**src/rtl/sensor_conditioner.sv**
```systemverilog
// Sensor front-end for the smart-home controller.
// Synchronises and debounces the door, window and fire-alarm contacts,
// stretches the fire alarm by a minimum hold time, and averages the
// temperature samples in blocks of four. It also flags stale input and
// rejected temperature samples. Every output comes straight from a flop.
module sensor_conditioner #(
    parameter int DEB_CYCLES   = 8,
    parameter int FA_DEB       = 2,
    parameter int FA_HOLD      = 16,
    parameter int MAX_TEMP     = 120,
    parameter int STALE_CYCLES = 1024,
    parameter int RST_TEMP     = 60
) (
    input  logic       Clk,
    input  logic       Rst,
    input  logic       raw_fd,
    input  logic       raw_rd,
    input  logic       raw_w,
    input  logic       raw_fa,
    input  logic [6:0] temp_in,
    input  logic       temp_valid,
    output logic       SFD,
    output logic       SRD,
    output logic       SW,
    output logic       SFA,
    output logic [6:0] ST,
    output logic       temp_stale,
    output logic       temp_err
);

    // Each counter only needs to hold "target - 1": reaching the target is
    // the flip event itself, and the counter clears on that edge.
    localparam int DW  = (DEB_CYCLES > 1) ? $clog2(DEB_CYCLES) : 1;
    localparam int FW  = (FA_DEB > 1) ? $clog2(FA_DEB) : 1;
    localparam int HW  = $clog2(FA_HOLD + 1);
    localparam int SCW = $clog2(STALE_CYCLES + 1);

    localparam logic [6:0]     MAX_T   = 7'(MAX_TEMP);
    localparam logic [6:0]     RST_T   = 7'(RST_TEMP);
    localparam logic [DW-1:0]  DEB_TOP = DW'(DEB_CYCLES - 1);
    localparam logic [FW-1:0]  FA_TOP  = FW'(FA_DEB - 1);
    localparam logic [HW-1:0]  HOLD_LD = HW'(FA_HOLD);
    localparam logic [SCW-1:0] STALE_N = SCW'(STALE_CYCLES);
    localparam logic [SCW-1:0] STALE_P = SCW'(STALE_CYCLES - 1);

    // Contact lanes: bit 0 front door, 1 rear door, 2 window, 3 fire alarm.
    logic [3:0]    sync1_r;
    logic [3:0]    sync2_r;
    logic [2:0]    door_r;
    logic [DW-1:0] door_cnt_r [3];

    logic          sfa_r;
    logic [FW-1:0] fa_cnt_r;
    logic [HW-1:0] fa_hold_r;

    logic [8:0]     acc_r;
    logic [1:0]     cnt_r;
    logic [6:0]     st_r;
    logic           err_r;
    logic [SCW-1:0] stale_cnt_r;
    logic           stale_r;

    logic       accept_s;
    logic       reject_s;
    logic [8:0] sum_s;

    // Classify the incoming sample and form the running sum including it.
    always_comb begin
        accept_s = 1'b0;
        reject_s = 1'b0;
        sum_s    = acc_r + {2'b00, temp_in};
        if (temp_valid) begin
            if (temp_in <= MAX_T) begin
                accept_s = 1'b1;
            end else begin
                reject_s = 1'b1;
            end
        end else begin
            accept_s = 1'b0;
            reject_s = 1'b0;
        end
    end

    // Two-flop synchroniser for the asynchronous contacts.
    always_ff @(posedge Clk) begin
        if (!Rst) begin
            sync1_r <= 4'b0000;
            sync2_r <= 4'b0000;
        end else begin
            sync1_r <= {raw_fa, raw_w, raw_rd, raw_fd};
            sync2_r <= sync1_r;
        end
    end

    // Door/window debounce: an independent stability counter per lane.
    always_ff @(posedge Clk) begin
        if (!Rst) begin
            door_r <= 3'b000;
            for (int i = 0; i < 3; i++) begin
                door_cnt_r[i] <= DW'(0);
            end
        end else begin
            for (int i = 0; i < 3; i++) begin
                if (sync2_r[i] == door_r[i]) begin
                    door_cnt_r[i] <= DW'(0);
                end else if (door_cnt_r[i] == DEB_TOP) begin
                    door_r[i]     <= sync2_r[i];
                    door_cnt_r[i] <= DW'(0);
                end else begin
                    door_cnt_r[i] <= door_cnt_r[i] + DW'(1);
                end
            end
        end
    end

    // Fire alarm: debounce, then a minimum hold once raised. The hold is
    // loaded only on the rising decision, so re-asserting the contact
    // during the hold never extends it.
    always_ff @(posedge Clk) begin
        if (!Rst) begin
            sfa_r     <= 1'b0;
            fa_cnt_r  <= FW'(0);
            fa_hold_r <= HW'(0);
        end else if (fa_hold_r != HW'(0)) begin
            fa_hold_r <= fa_hold_r - HW'(1);
            fa_cnt_r  <= FW'(0);
        end else if (sync2_r[3] == sfa_r) begin
            fa_cnt_r <= FW'(0);
        end else if (fa_cnt_r == FA_TOP) begin
            sfa_r    <= sync2_r[3];
            fa_cnt_r <= FW'(0);
            if (sync2_r[3]) begin
                fa_hold_r <= HOLD_LD;
            end else begin
                fa_hold_r <= HW'(0);
            end
        end else begin
            fa_cnt_r <= fa_cnt_r + FW'(1);
        end
    end

    // Block-of-four temperature average and rejected-sample pulse.
    always_ff @(posedge Clk) begin
        if (!Rst) begin
            acc_r <= 9'd0;
            cnt_r <= 2'd0;
            st_r  <= RST_T;
            err_r <= 1'b0;
        end else begin
            err_r <= reject_s;
            if (accept_s) begin
                if (cnt_r == 2'd3) begin
                    // Four samples of at most MAX_TEMP fit in 9 bits.
                    st_r  <= sum_s[8:2];
                    acc_r <= 9'd0;
                    cnt_r <= 2'd0;
                end else begin
                    acc_r <= sum_s;
                    cnt_r <= cnt_r + 2'd1;
                end
            end else begin
                acc_r <= acc_r;
                cnt_r <= cnt_r;
            end
        end
    end

    // Staleness: saturating age since the last accepted sample.
    always_ff @(posedge Clk) begin
        if (!Rst) begin
            stale_cnt_r <= SCW'(0);
            stale_r     <= 1'b0;
        end else if (accept_s) begin
            stale_cnt_r <= SCW'(0);
            stale_r     <= 1'b0;
        end else if (stale_cnt_r == STALE_P) begin
            stale_cnt_r <= STALE_N;
            stale_r     <= 1'b1;
        end else if (stale_cnt_r != STALE_N) begin
            stale_cnt_r <= stale_cnt_r + SCW'(1);
        end else begin
            stale_cnt_r <= stale_cnt_r;
        end
    end

    assign SFD        = door_r[0];
    assign SRD        = door_r[1];
    assign SW         = door_r[2];
    assign SFA        = sfa_r;
    assign ST         = st_r;
    assign temp_stale = stale_r;
    assign temp_err   = err_r;

endmodule

```
**config.mk**
```make
export PLATFORM = sky130hd
export DESIGN_NAME = sensor_conditioner
export DESIGN_NICKNAME = d
export VERILOG_FILES = /design/src/rtl/sensor_conditioner.sv
export SDC_FILE = /design/constraint.sdc
export NUM_CORES = 1
export LEC_CHECK = 0
export CAP_MARGIN = 15
export CORE_MARGIN = 2
export CORE_UTILIZATION = 40
export DETAILED_ROUTE_END_ITERATION = 8
export GPL_ROUTABILITY_DRIVEN = 0
export PLACE_DENSITY = 0.56
export SYNTH_ARGS = -nofsm -noshare
export SYNTH_HDL_FRONTEND = slang
export SYNTH_SLANG_ARGS = --single-unit
```
**constraint.sdc**
```tcl
create_clock -name Clk -period 2.7 [get_ports Clk]
set_input_delay 0.27 -clock Clk [delete_from_list [all_inputs] [get_ports Clk]]
set_output_delay 0.27 -clock Clk [all_outputs]
set_load 0.01 [all_outputs]
```
* Word-level counts from Yosys, hierarchy flattened
Memory sizes are Yosys's and may differ from the RTL's.
Index checks and enable logic that the tools add are counted.
Widths: inputs -> output; s select.
** Operators by class
- Add/sub/neg operators :: 8
- $lt $le $gt $ge :: 1
- Eq/ne operators :: 11
- Multiplexer cells :: 54
- Bitwise logic cells :: 15
- Reduce and logical (&&, ||, !) cells :: 13
** Operators by type and width (count)
- $mux 1 :: 37
- $mux 3 :: 9
- $mux 11 :: 2
- $mux 5 :: 4
- $reduce_and 2->1 :: 6
- $add 11x1->11 const B :: 1
- $eq 11x10->1 const B :: 1
- $ne 11x11->1 const B :: 1
- $add 3x1->3 const B :: 3
- $add 9x7->9 :: 1
- $eq 3x3->1 const B :: 3
- $mux 9 :: 1
- $or 1x1->1 :: 9
- $le 7x7->1 const B :: 1
- $not 1->1 :: 6
- $reduce_bool 5->1 :: 1
- $sub 5x1->5 const B :: 1
- $eq 1x1->1 :: 4
- $reduce_bool 2->1 :: 2
- $reduce_or 4->1 :: 1
- $reduce_and 3->1 :: 1
- $reduce_or 3->1 :: 1
- $add 2x1->2 const B :: 1
- $eq 2x2->1 const B :: 1
- other kinds (4) :: 4
** Word-level totals
- Bits in registers :: 49
- Bits in writable memories :: 9
- Input bits :: 14
- Output and inout bits :: 13
- Word-level logic and storage cells :: 118
- Memories :: 1
** Memories
- door_cnt_r :: words 3, width 3, rd ports 3, clocked after Yosys merged registers in 0, wr ports 3, line 50 : logic [DW-1:0] door_cnt_r [3];

* Logic depth before layout (Yosys ltp)
- Depth after elaboration :: 7
- Mapped depth :: 6
- Gate-level depth less buffers :: 6

* Worst setup path before layout
Ideal clock, no wire load.
- Path kind :: register to register
- From :: register acc_r[0]
- To :: register acc_r[8]
- Library setup time :: 0.074 ns
- Arrival time :: 1.741 ns
- Data required time :: 2.626 ns
- Setup slack :: 0.884 ns
- Stages on the path, launching flop included :: 7
- Path buffers :: 0
- Clock period less this slack :: 1.816 ns
- Path through :: dfxtp_1 -> ha_1 -> fa_1 -> nand3_2 -> a21oi_1 -> or4b_1 -> a31oi_1
** Between the ends
- Word-level cells in the longest chain between the ends :: 2
** RTL lines
- start: declaration :: line 56 : logic [8:0] acc_r;
- start signal: assignment :: line 158 : acc_r <= sum_s;
- start signal: assignment :: line 162 : acc_r <= acc_r;
- $add 9x7->9 :: line 71 : sum_s = acc_r + {2'b00, temp_in};
- $mux 9 :: line 152 : if (cnt_r == 2'd3) begin
Every way passes these cells.
A chain may end at the register's enable or synchronous reset.

* Final worst setup path
- From :: input port temp_in[0]
- To :: register acc_r[8]
** Between the ends
- Word-level cells in the longest chain between the ends :: 3
- Elaborated cells between the ends (all ways) :: 5
- Those cells by class :: add/sub (1); order compare (1); mux (3)
** RTL lines
- start: declaration :: line 20 : input logic [6:0] temp_in,
- $le 7x7->1 :: line 73 : if (temp_in <= MAX_T) begin
- $mux 1 :: line 73
- $mux 1 :: line 72 : if (temp_valid) begin
Parallel ways exist; a longest one is shown, timed or not.

==> summary.md <==
| Metric | Value |
|---|---|
| Status | completed |
| Crit path max fanout | 4 |
| Final period util | between 70% and 80% |
| HP Class | reg2reg |
| CP top delay family | adder cells |
| Initial core utilization | 41.0% |
| Share of flip-flops with an asynchronous set or reset | 0% |
| GRT Residual Overflow | 0 |
| Post-Synth XOR/XNOR Area | 5.37% |
| Synth-to-Final Area Change | 20.5% |
| Number of synthesized register bits | 58 |
| Global-route wire length before repair | around 9100 µm |
| Cell area power density | around 640 nW/µm² |
| Synth Area per Inst | 9.79 µm² |
| Residual DRC | 0 |
| Final hold viol count | 0 |
| Area of the multi-input gates | roughly 1500 µm² |
| Setup TNS | 0 ps |
| Main synth FF type | dfxtp_1 |
| Post-CTS sizing | 0 |
| Max Freq | approximately 0.48 GHz |
| Nature of the critical path endpoint | flop |
| Setup Fix Bufs, Post-CTS | 0 |
| Leakage power | ~1.3 nW |
| Hold slack | between 400 and 500 ps |
| Drt initial violations | 50 |
| Yosys Warn Count | 0 |
| Row Count | 30 |
| Share of cells above drive strength 1 | 9.15% |
| Antenna cells | 0 |
| Compound-Gate Fraction of Synth Area | a little over an eighth |
| Core Footprint | 6760 µm² |
| Horiz. Die Dim | around 87 µm |
| Peak supply drop | just over 300 µV |
| Worst Path Arrival | ~2300 ps |
| Drt total wl | 5350 µm |
| Clock tree from TritonCTS | yes |
| I/O Pins | 27 |
| Vias/cell | around 5.2 |
| Setup crit start kind | input port |
| RSZ-0062 raised after global routing | no |
| Min cycle time layout | between 2000 and 2500 ps |
| Post-synth EDFFs | 9 |
| Worst R2R Path Depth | 6 |
| Initial DRT Pass Iterations | 4 |
| Post-Syn Area | about 2800 µm² |
| Combinational family with the most area after synthesis | simple AND/OR/NAND/NOR gates |
| Largest net degree at the start of global routing | 24 |
| Die height | 87.2 µm |
| Cts hold-fix bufs | 0 |
| DR vias | approximately 2100 |
| Hold Path Stages | 1 |
| Buf/Inv on CP | 1 |
| GRT Util Overall | around 15% |
| Synth Area in Adders | about 8.4% |
| Multiplexer area fraction after synthesis | around 1.4% |
| Core Util, Final | between 40% and 50% |
| Drt wl/cell | between 10 and 15 µm |
| Clock transition at the registers of the reported paths | 70 ps |
| CP max stage cell | or4b_1 |
| Worst slew pin tran | around 550 ps |
| Post-Layout Cell Count | 408 |
| Final #Nets | 355 |
| Root Driver | clkbuf_8 |
| Post-synthesis sequential area ratio | 45.1% |
| Die Area | 7610 µm² |
| Clock Skews | between 9 and 10 ps |
| Crit. path cell count | 7 |
| Crit path cell chain | clkdlybuf4s50_1, ha_1, fa_1, nand3_2, a21oi_1, or4b_1, a31oi_1 |
| CP max stage delay | between 500 and 600 ps |
| Detailed placement HPWL | 3710 µm |
| Fill count | between 600 and 700 |
| # setup viols final | 0 |
| Pre-CTS WS | 257 ps |
| Clock Sinks | 58 |
| Worst Path Required | approximately 3000 ps |
| FF+latch area | 1250 µm² |
| Max_slew headroom | 62.9% |
| Final WS setup | 619 ps |
| Vias in the first global route | around 2000 |
| Max_cap viols | 0 |
| Syn Inst Count | approximately 280 |
| Initial antenna violation count | 0 |
| Clk_lat worst skew | 340 ps |
| PortBufs | 26 |
| Post-synthesis cell type count | 59 |
| Synth Area in Simple Gates | 23.5% |
| Longest Clk Path Bufs | 2 |
| Critical path class | in2reg |
| Inst Count DP | just under 400 |
| CTS Buf Count | 9 |
| Antenna viol nets, final | 0 |
| H-tree levels | 3 |
| Final Slew Violations | 0 |
-- path summary, 6_finish.rpt --
kind / to / slack (ps) / from
max: acc_r[8]$_SDFFE_PN0P_ / 620 / temp_in[0]
min: sync2_r[2]$_SDFF_PN0_ / 440 / sync1_r[2]$_SDFF_PN0_
max reg2reg: acc_r[8]$_SDFFE_PN0P_ / 740 / acc_r[0]$_SDFFE_PN0P_
min reg2reg: sync2_r[2]$_SDFF_PN0_ / 440 / sync1_r[2]$_SDFF_PN0_
-- cell type report --
type	instances	share of cell area, %
clock buffer	13	4.76
clock inverter	3	1.20
inverter	8	0.899
multi-input combinational	217	44.2
sequential	58	37.5
tap	80	3.00
timing repair buffer	29	8.46
-- metrics by stage --
step	instance area (µm²)	total power [mW]
6_report	3340	2.15
5_1_grt	3340	2.26
4_1_cts	3340	2.17
3_5_place_dp	3140	1.36
3_3_place_gp	3140	1.36
2_1_floorplan	2800	1.27
-- per-layer routing --
| metal | share of wire (%) | global-route usage (%) | up-vias |
|---|---|---|---|
| li1 | - | - | 1095 |
| met1 | 49 | 19.1 | 986 |
| met2 | 46 | 24.6 | 30 |
| met3 | 3.2 | 5.40 | 10 |
| met4 | 1.9 | 6.43 | 0 |
| met5 | 0 | 0 | - |
-- flip-flops by register name (all words and copies together) (netlist names) --
signal	flops
SFA	1
ST	7
acc_r	9
cnt_r	2
door_cnt_r	9
door_r	3
fa_cnt_r	1
fa_hold_r	5
stale_cnt_r	11
sync1_r	4
sync2_r	4
temp_err	1
temp_stale	1
-- power breakdown --
group,total [mW],internal (mW),switching [mW]
Combinational,0.366,0.172,0.194
Sequential,0.976,0.933,0.0429
Clock,0.804,0.474,0.330
Total,2.15,1.58,0.567
-- kinds of logic (layout without fill, tap and decap cells) --
logic type	after synthesis	after routing
simple gates	114	114
flops	58	58
compound gates	55	55
fa+ha+maj	18	18
xor+xnor	17	17
buf+inv	16	53
mux	4	4
other cells	1	9
-- cell usage after synthesis (2+ instances only) --
library cell,instances,area share [%]
edfxtp_1,9,9.8
inv_1,7,0.95
clkbuf_1,5,0.68
nor3b_1,2,0.54
a31oi_1,3,0.68
o31ai_1,2,0.54
mux2i_1,4,1.4
nand3b_1,3,0.81
a21oi_2,2,0.63
dfxtp_1,49,35
nor4_1,6,1.4
nor2b_1,2,0.45
o21a_1,4,1.1
and3_1,2,0.45
nand4_2,2,0.90
nand3_2,2,0.72
nand2b_1,2,0.45
o211ai_1,4,1.1
or4_1,2,0.54
and2_1,14,3.2
a21oi_1,17,3.1
o21ai_0,7,1.3
xor2_1,5,1.6
nor2_1,23,3.1
a21o_1,2,0.54
ha_1,17,7.7
nand3_1,14,2.5
o2111ai_1,2,0.63
nor3_1,7,1.3
nand2_1,19,2.6
nand4_1,2,0.45
o211a_1,2,0.72
xnor2_1,12,3.8
or3_1,3,0.68
-- placed cells by master (no fill, tap or decap), types with 5 or more instances in the layout --
master and instances:
nor4_1 6, clkbuf_8 11, dfxtp_1 49, a21oi_1 17, nand3_1 14, nor2_1 23, nor3_1 7, nand2_1 19
xnor2_1 12, inv_1 7, xor2_1 5, o21ai_0 7, conb_1 9, and2_1 14, edfxtp_1 9, clkdlybuf4s50_1 26
ha_1 17
(Power assumes the default switching activity.)
==> RTL change 1 (config.mk and constraints unchanged) <==
Put a register stage on the outputs `SFD`, `SRD` and `SW`, cleared by the reset. The values now appear one clock later. The other outputs are not delayed to match.
--- a/src/rtl/sensor_conditioner.sv
+++ b/src/rtl/sensor_conditioner.sv
@@ -184,7 +184,15 @@
     end
 
-    assign SFD        = door_r[0];
-    assign SRD        = door_r[1];
-    assign SW         = door_r[2];
+    always_ff @(posedge Clk) begin
+        if (!Rst) begin
+            SFD <= '0;
+            SRD <= '0;
+            SW  <= '0;
+        end else begin
+            SFD <= door_r[0];
+            SRD <= door_r[1];
+            SW  <= door_r[2];
+        end
+    end
     assign SFA        = sfa_r;
     assign ST         = st_r;
Behaviour: no difference found for any inputs over 4 cycles, from zero or initial values and one cycle with Rst low; that may be too few to reach the edited logic, so the function may still have changed.
==> RTL change 1 against the unedited design <==
Design area rose by 1.2%. Wire length rose by 3.2%. Die area rose by 2.0%. Cell count rose by 6.4%. Synthesized area rose by 2.1%. Hold slack got worse by 8.3 ps. Sequential cell count rose by 3. Via count rose by 2.5%. Total power fell by 4.3%. Setup slack got worse by 17 ps.
==> RTL change 1: results (changes against the unedited design) <==
Run status
  • Status: complete, no violations

Synth
  • Synth unique cells: 53 (-10%)
  • Top FF cell, synth: dfxtp_1
  • Sequential area share after synthesis: 0.463 (+0.0118)
  • Fraction of registers with async set/reset: 0 (unchanged)
  • Post-synth EDFFs: 9 (unchanged)
  • Synth top cells by count: dfxtp_1 (52), nand2_1 (21), a21oi_1 (20), nor2_1 (20)
  • Yosys warning total: 0 (unchanged)
  • Top post-synthesis cells by area: dfxtp_1 (37%), edfxtp_1 (9.5%), ha_1 (7.5%)

Pwr
  • Cell-internal power: 1.47 mW (-6.8%)
  • Max VDD drop: 0.360 mV (+16%)
  • Total leakage power: 1.28 nW (-0.71%)

Place
  • Detailed Place HPWL: 3970 µm (+6.9%)
  • Cell Area, Placed: 0.00322 mm² (+2.5%)
  • Pre-CTS setup slack: 264 ps (+7.43 ps)

Global route
  • Global-route wire length before repair: 9360 µm (+3.1%)
  • Vias in the first global route: 2064 (+1.8%)
  • GRT Total Usage: 0.157 (+0.00268)
  • Pin count of the biggest net entering global routing: 27 (+13%)

Final layout
  • N_diodes: 0 (unchanged)
  • Largest registers: stale_cnt_r (11), acc_r (9), door_cnt_r (9)
  • Layout cells sized above 1: 0.0769 (-0.0145)
  • Layout Nets: 365 (+2.8%)
  • Filler Cells Inserted: 664 (+4.7%)

Clock network
  • Clock Path Buffers: 2 (unchanged)
  • Root buffer cell: clkbuf_8
  • Post-CTS Setup Inserts: 0 (unchanged)
  • Clk slew on worst S/H paths: 70 ps (about the same)
  • CTS Buf Count: 9 (unchanged)

Route
  • WL final: 5520 µm (+3.2%)
  • Vias: 2173 (+2.5%)
  • Starting DRT DRC Count: 71 (+42%)

STA
  • Skew final: 6.02 ps (-3.55 ps)
  • Max_slew headroom: 0.625 (-0.00414)

Critical path
  • CP arrival: 2360 ps (+20 ps)

Min path
  • Hold crit path type: register to register
## RTL change 1: changes by cell type after synthesis, moves of 3 or more
cell,change
a21oi_1,+3
and2_1,+3
clkbuf_1,+3
dfxtp_1,+3
nor2_1,-3
nor3_1,+5
o21ai_0,+4
## RTL change 1: power by group through the flow
stage	clock network, mW	logic (mW)	registers [mW]
after floorplan	0	0.284	1.03
after global placement	0	0.355	1.04
after detailed placement	0	0.361	1.04
after CTS	0.709	0.361	1.02
after global routing	0.746	0.405	1.03
final	0.677	0.358	1.02
## RTL change 1: final timing paths
check | cells after the start | end | startpoint | slack, ps
setup / recovery | 7 | acc_r[8]$_SDFFE_PN0P_ | temp_in[0] | 600
hold / removal | 1 | sync2_r[2]$_SDFF_PN0_ | sync1_r[2]$_SDFF_PN0_ | 430
setup reg to reg | 6 | acc_r[8]$_SDFFE_PN0P_ | acc_r[0]$_SDFFE_PN0P_ | 750
hold reg to reg | 1 | sync2_r[2]$_SDFF_PN0_ | sync1_r[2]$_SDFF_PN0_ | 430
## RTL change 1: critical path, cell delays in order
cell             delay (ps)
clkdlybuf4s50_1         470
ha_1                    270
fa_1                    430
nand3_1                 120
a21oi_1                 120
or4b_1                  510
a31oi_1                 160
## RTL change 1: through the flow
stage	power, mW	util	cells
floorplan	1.31	-	303
CTS	2.09	0.495	434
detailed placement	1.40	0.472	418
global placement	1.39	0.472	418
global route	2.18	0.495	434
finish	2.05	0.495	434
## RTL change 1: kinds of logic (layout without fill, tap and decap cells)
kind of cell    Yosys count  after routing  share of synthesized area
compound gates           53             53                      0.115
xor+xnor                 17             17                     0.0526
fa+ha+maj                18             18                     0.0822
buf+inv                  19             54                     0.0292
flops                    61             61                      0.463
mux                       4              4                     0.0141
other cells               1              9                    0.00132
simple gates            122            122                      0.242
## RTL change 1: layout make-up
cell class	count	area, µm²	area share
clock inverter	5	27.5	0.00814
timing repair buffer	31	298	0.0881
clock buffer	11	131	0.0389
multi-input combinational	223	1470	0.434
inverter	7	26.3	0.00777
tap	96	120	0.0355
sequential	61	1310	0.388
## RTL change 1: routing by layer
metal  vias up  track usage  wire length [µm]
li1       1124            -                 -
met1      1012        0.192              2650
met2        32        0.257              2570
met3         5       0.0622               225
met4         0       0.0496                67
met5         -            0                 0
==> RTL change 2 (same settings) <==
Without the edit above. Set the parameter `FA_DEB` to 1 (it was 2).
--- a/src/rtl/sensor_conditioner.sv
+++ b/src/rtl/sensor_conditioner.sv
@@ -6,5 +6,5 @@
 module sensor_conditioner #(
     parameter int DEB_CYCLES   = 8,
-    parameter int FA_DEB       = 2,
+    parameter int FA_DEB       = 1,
     parameter int FA_HOLD      = 16,
     parameter int MAX_TEMP     = 120,
Check against the original RTL: not equivalent (Yosys sat finds a counterexample within 4 cycles, from zero or initial values and one cycle with Rst low).
==> RTL change 2 against the unedited design <==
Total power is 8.6% higher. Clock power up 21%. Synthesized area up 0.18%. Synthesized cell count is 2.1% higher. Design area is 1.9% higher. Via count up 2.1%. Count of clock-buffer cells in the layout fell by 4. Sequential power barely moved. Maximum frequency is 6.2% lower. Sequential cell count is the same. Setup slack worse by 140 ps. Wire length is 0.39% higher.
==> RTL change 2: results (changes against the unedited design) <==
Run status
  • Status: complete, no violations

Global route
  • Pin count of the biggest net entering global routing: 22 (-8.3%)
  • GRT met3 Usage: 0.0284 (-0.0256)
  • Met2 GRT Util: 0.242 (-0.00324)
  • Global-route wire length before repair: 9290 µm (+2.3%)
  • Vias in the first global route: 2035 (+0.39%)
  • GRT Total Usage: 0.156 (+0.00116)

Critical path
  • Crit path largest cell delay: 460 ps (-50 ps)
  • CP arrival: 2450 ps (+110 ps)
  • CP max stage cell: clkdlybuf4s50_1

Min path
  • Hold_sp: sync1_r[0]$_SDFF_PN0_
  • Min-Delay Endpoint: sync2_r[0]$_SDFF_PN0_

Synth
  • Top post-synthesis cells by area: dfxtp_1 (35%), edfxtp_1 (9.7%), ha_1 (7.7%)
  • Synth unique cells: 49 (-17%)
  • Sequential area share after synthesis: 0.451 (-0.000814)
  • Syn avg cell area: 9.61 µm² (-1.9%)
  • Synth top cells by count: dfxtp_1 (49), nand2_1 (23), nor2_1 (22), a21oi_1 (19), ha_1 (17)

Place
  • Pre-CTS setup slack: 133 ps (-124 ps)
  • Detailed Place HPWL: 3760 µm (+1.3%)
  • Placed Instances: 399 (+1.8%)

Final layout
  • Filler Cells Inserted: 626 (-1.3%)
  • Largest registers: stale_cnt_r (11), acc_r (9), door_cnt_r (9)
  • Final Non-Filler Cells: 415 (+1.7%)
  • Layout Nets: 362 (+2.0%)
  • Layout cells sized above 1: 0.0896 (-0.00191)

Route
  • Vias: 2166 (+2.1%)

STA
  • Max Fclk: 451 MHz (-6.2%)
  • Skew final: 8.46 ps (-1.11 ps)

Pwr
  • Total leakage power: 1.30 nW (+0.91%)
## RTL change 2: cell types whose count changed after synthesis, moves of 3 or more
cell,before,now
nand3b_1,3,0
a31oi_1,3,0
nor3_1,7,12
nand2_1,19,23
nand4_1,2,5
## RTL change 2: final cells by class
| type | count | area, µm² | area share |
|---|---|---|---|
| multi-input combinational | 221 | 1490 | 0.436 |
| sequential | 58 | 1250 | 0.368 |
| timing repair buffer | 30 | 290 | 0.0853 |
| clock buffer | 9 | 124 | 0.0364 |
| clock inverter | 7 | 116 | 0.0342 |
| tap | 80 | 100 | 0.0294 |
| inverter | 10 | 37.5 | 0.0110 |
## RTL change 2: power by group
part | leakage [nW] | switching [mW] | internal [mW]
clock network | 0.120 | 0.359 | 0.613
logic | 0.691 | 0.207 | 0.177
registers | 0.493 | 0.0413 | 0.933
## RTL change 2: logic make-up after synthesis
group | count (synthesis) | synth area share
and+or+nand+nor | 116 | 0.225
DFF | 58 | 0.451
AOI/OAI and AO/OA | 56 | 0.144
adders and majority gates | 18 | 0.0838
buffers and inverters | 18 | 0.0252
xor gates and xnor gates | 16 | 0.0505
muxes | 5 | 0.0180
other | 2 | 0.00270
## RTL change 2: critical path, delay by kind of cell
kind	cells	cell delay, ps
AOI/OAI and AO/OA	4	1000
buffers and inverters	1	460
adders and majority gates	2	710
## RTL change 2: routing by layer
metal,part of all wire,up-vias
li1,-,1128
met1,0.49,976
met2,0.44,48
met3,0.040,14
met4,0.029,0
met5,0,-
## RTL change 2: stage by stage
stage	total power, mW	util	cell area [µm²]
floorplan	1.27	-	2810
global placement	1.37	0.468	3160
detailed placement	1.37	0.468	3160
CTS	2.35	0.504	3400
global route	2.46	0.504	3400
finish	2.33	0.504	3400
